===== src/rtl/demux_8x1_rr_collector.sv =====
// Eight-source round-robin collector with a one-deep registered output stage.
// Each output word is tagged with its source index so a downstream demux can route it back.
module demux_8x1_rr_collector #(
    parameter int DATA_W = 8
) (
    input  logic                clk,
    input  logic                rst,
    input  logic [7:0]          in_valid,
    input  logic [8*DATA_W-1:0] in_data,
    output logic [7:0]          in_ready,
    output logic                out_valid,
    output logic [DATA_W-1:0]   out_data,
    output logic [2:0]          out_sel,
    input  logic                out_ready
);
    logic [2:0] ptr;
    logic [2:0] gnt_idx;
    logic [2:0] idx;
    logic       gnt_any;
    logic       load_en;

    // The output register can take a new word when it is empty or being drained this cycle.
    assign load_en = !out_valid || out_ready;

    // Search ptr+1 .. ptr+8 (mod 8); the eighth step wraps back onto ptr itself.
    always_comb begin
        gnt_any = 1'b0;
        gnt_idx = 3'd0;
        idx     = 3'd0;
        for (int k = 1; k <= 8; k++) begin
            idx = ptr + 3'(k);
            if (!gnt_any && in_valid[idx]) begin
                gnt_any = 1'b1;
                gnt_idx = idx;
            end
        end
    end

    always_comb begin
        in_ready = 8'h00;
        if (!rst && load_en && gnt_any) begin
            in_ready[gnt_idx] = 1'b1;
        end
    end

    always_ff @(posedge clk) begin
        if (rst) begin
            out_valid <= 1'b0;
            out_data  <= '0;
            out_sel   <= 3'd0;
            ptr       <= 3'd7;
        end else if (load_en) begin
            if (gnt_any) begin
                out_valid <= 1'b1;
                out_data  <= in_data[int'(gnt_idx)*DATA_W +: DATA_W];
                out_sel   <= gnt_idx;
                ptr       <= gnt_idx;
            end else begin
                out_valid <= 1'b0;
            end
        end
    end
endmodule


===== config.mk =====
export PLATFORM = sky130hd
export DESIGN_NAME = demux_8x1_rr_collector
export DESIGN_NICKNAME = d
export VERILOG_FILES = /design/src/rtl/demux_8x1_rr_collector.sv
export SDC_FILE = /design/constraint.sdc
export NUM_CORES = 1
export LEC_CHECK = 0
export BUFFER_PORTS_ARGS = -buffer_cell sky130_fd_sc_hd__buf_4
export CORE_MARGIN = 2
export CORE_UTILIZATION = 25
export CTS_CLUSTER_DIAMETER = 40
export DETAILED_ROUTE_END_ITERATION = 10
export PLACE_DENSITY = 0.47
export SLEW_MARGIN = 5
export SYNTH_ARGS = -nofsm -noshare
export SYNTH_HDL_FRONTEND = slang
export SYNTH_SLANG_ARGS = --single-unit

===== constraint.sdc =====
create_clock -name clk -period 4.4 [get_ports clk]
set_input_delay 0.22 -clock clk [delete_from_list [all_inputs] [get_ports clk]]
set_output_delay 0.22 -clock clk [all_outputs]
set_load 0.005 [all_outputs]

==> metrics.txt <==
hold buffers post-CTS=0; die area=roughly 12,000 µm²; TritonRoute pass-1 iters=5; Routed Antenna Nets=0; layout cells sized above 1=0.345; Row Count=37; r2r worst-path depth=10; critical path endpoint category=output pin; initial antenna violation count=0; post-CTS setup buffer count=0; total power divided by cell area=about 870 nW/µm²; Worst slew margin=0.192; mean post-synth cell area=approximately 7.5 µm²; Synthesized Nets=approximately 430; io pins=95; Yosys top cell by area=dfxtp_1; # Max-Cap Violations=0; vias in the first global route=2,901; critical path, cell by cell=inv_2, ha_2, mux2_2, mux4_2, a311o_1, a21oi_2, buf_4, nor2_1, o21ai_1, nor2_1, buf_4; Antenna Cells=0; RD Place Congestion=0.871; DRC violations left=0; Fillers=1,107; post-DR wirelength/cell=roughly 18 µm; Initial Utilization=0.258; Post-Synthesis Cells=356; Slew Limit Fails=0; Post-Route Skew=just over 0.004 ns; YS warnings=0; Final Power=~3 mW; CP Depth=11; Lkg Pwr=~1.4 nW; min Tclk post-route=4.00 ns; GRT Overall Usage=0.163; fmax=about 0.25 GHz; critical path arrival=around 3.8 ns; Via Count=between 3,000 and 4,000; Core ar.=10,300 µm²; CP max stage delay=between 0.6 and 0.7 ns; Post-synth EDFFs=0; via density per instance=5.54; total negative slack=0 ns; Final period util=0.909; Resized cells post-CTS=0; Buf/Inv on CP=3; die width=roughly 110 µm; Finished Layout Cells=about 570; post-synth top area share=0.113; H-tree depth=1; global-route wire length before repair=15,300 µm; critical path class=register to output pin; FF+latch area=about 300 µm²; multi-input logic area=around 2100 µm²; placed insts=561; CTS tree=done; Synth Flop Type=dfxtp_1; Nets=507; CTS max path bufs=2; post-synth cell types=slightly above 50; Crit-path slowest cell=ha_2; largest net degree at the start of global routing=34; GRT overflow=0; 1st-iter DRT viols=approximately 350; # clock sinks=15; delay-heaviest family, CP=multiplexers; Startpoint Class=register; status=finished clean; endpoints failing setup=0; chip height=about 110 µm; Hold Crit Class=primary input to register; Clk Latency, worst-skew pair=0.25 ns; hpwl dp=between 7000 and 8000 µm; Worst Setup Slack, final=between 0.3 and 0.4 ns; DRT Wirelength=around 9900 µm; unrepaired setup endpoints after global routing=false; synth-to-layout area growth=29.5%; Root Buffer=clkbuf_8; CP max FO=33; clock slew at reported path FFs=around 0.070 ns; final hold vios=0; register area share after synthesis=0.113; Num CTS Buffers=3; Synth async-reset ratio=0; ranking of synthesized cells by area=dfxtp_1 (11%), mux4_2 (11%), nand2_1 (11%); input/output buffers=94; synthesis-stage register bit count=15; Netlist Area Pre-Place=around 2700 µm²; Required @ worst endpoint=between 4 and 5 ns; hold-critical path depth=3; Layout Utilization=0.334; Place WS=~0.34 ns; peak supply drop=0.000521 V; worst-margin pin slew=roughly 1.2 ns
[final cells by class]
class	count	area share
tap	136	0.0493
clock buffer	3	0.0120
clock inverter	1	0.00145
multi-input combinational	302	0.620
sequential	15	0.0870
timing repair buffer	104	0.226
inverter	4	0.00435
[where the power goes]
part	leakage [nW]	internal, mW	switching (mW)
logic	1.22	1.06	1.60
registers	0.125	0.197	0.0375
clock network	0.0255	0.0628	0.0534
[registers in the layout (all words and copies together) (netlist names)]
| name | flops |
|---|---|
| ptr | 3 |
| out_data | 8 |
| out_sel | 3 |
| out_valid | 1 |
[worst min-delay path, delay by kind of cell]
family / cells / cell delay [ns]
simple gates: 1 / 0.12
buf+inv: 1 / 0.07
compound gates: 1 / 0.07
[layout by cell type (no fill, tap or decap), types with 4 or more instances in the layout]
master / instances
mux2i_1: 9
nand2_1: 77
nand4_1: 18
a21oi_1: 23
mux2_2: 9
o22ai_1: 7
a31oi_1: 4
nor4_1: 5
nand3_1: 5
nor2b_1: 5
buf_4: 104
nand2b_1: 8
mux4_2: 13
dfxtp_1: 15
nand4b_1: 17
nor2_1: 31
a32oi_1: 32
[metrics by stage]
stage          hold slack, ns  cell area, µm²
2_1_floorplan           0.444            2670
3_3_place_gp            0.452            3400
3_5_place_dp            0.455            3400
4_1_cts                 0.283            3450
5_1_grt                 0.299            3450
6_report                0.284            3450
[metal layers]
metal  up-vias  global-route usage  wire, µm
met2       135               0.266      4700
met4         0              0.0111        48
li1       1510                   -         -
met5         -                   0         0
met3         4              0.0248       688
met1      1483               0.238      4480
[Yosys cell counts (all sizes together), types with 6 or more instances]
| cell | n |
|---|---|
| nor4 | 9 |
| o22ai | 8 |
| nand4b | 17 |
| nor2 | 33 |
| clkbuf | 10 |
| buf | 25 |
| mux4 | 13 |
| dfxtp | 15 |
| a21oi | 25 |
| nand2 | 78 |
| nand4 | 18 |
| a32oi | 32 |
| nand2b | 8 |
| mux2 | 11 |
| nand3 | 6 |
| mux2i | 11 |
[cells by family (layout without fill, tap and decap cells)]
| logic type | after synthesis | count (layout) | synth area share |
|---|---|---|---|
| adder cells (fa/ha/maj) | 2 | 2 | 0.00939 |
| flip-flops | 15 | 15 | 0.113 |
| multiplexers | 35 | 35 | 0.205 |
| AND/OR/NAND/NOR | 181 | 181 | 0.354 |
| XOR/XNOR | 4 | 4 | 0.0131 |
| AO/OA/AOI/OAI | 80 | 80 | 0.218 |
| buffers and inverters | 39 | 112 | 0.0873 |
[final timing paths]
| path | startpoint | to | slack, ns |
|---|---|---|---|
| worst max register to register | ptr[0]$_SDFFE_PP1P_ | out_data[6]$_SDFFE_PP0P_ | 0.59 |
| worst min-delay path | out_ready | out_valid$_SDFFE_PP0N_ | 0.28 |
| worst min register to register | out_sel[2]$_SDFFE_PP0P_ | out_sel[2]$_SDFFE_PP0P_ | 0.47 |
| worst max-delay path | ptr[0]$_SDFFE_PP1P_ | in_ready[3] | 0.40 |
(Power assumes the default switching activity.)
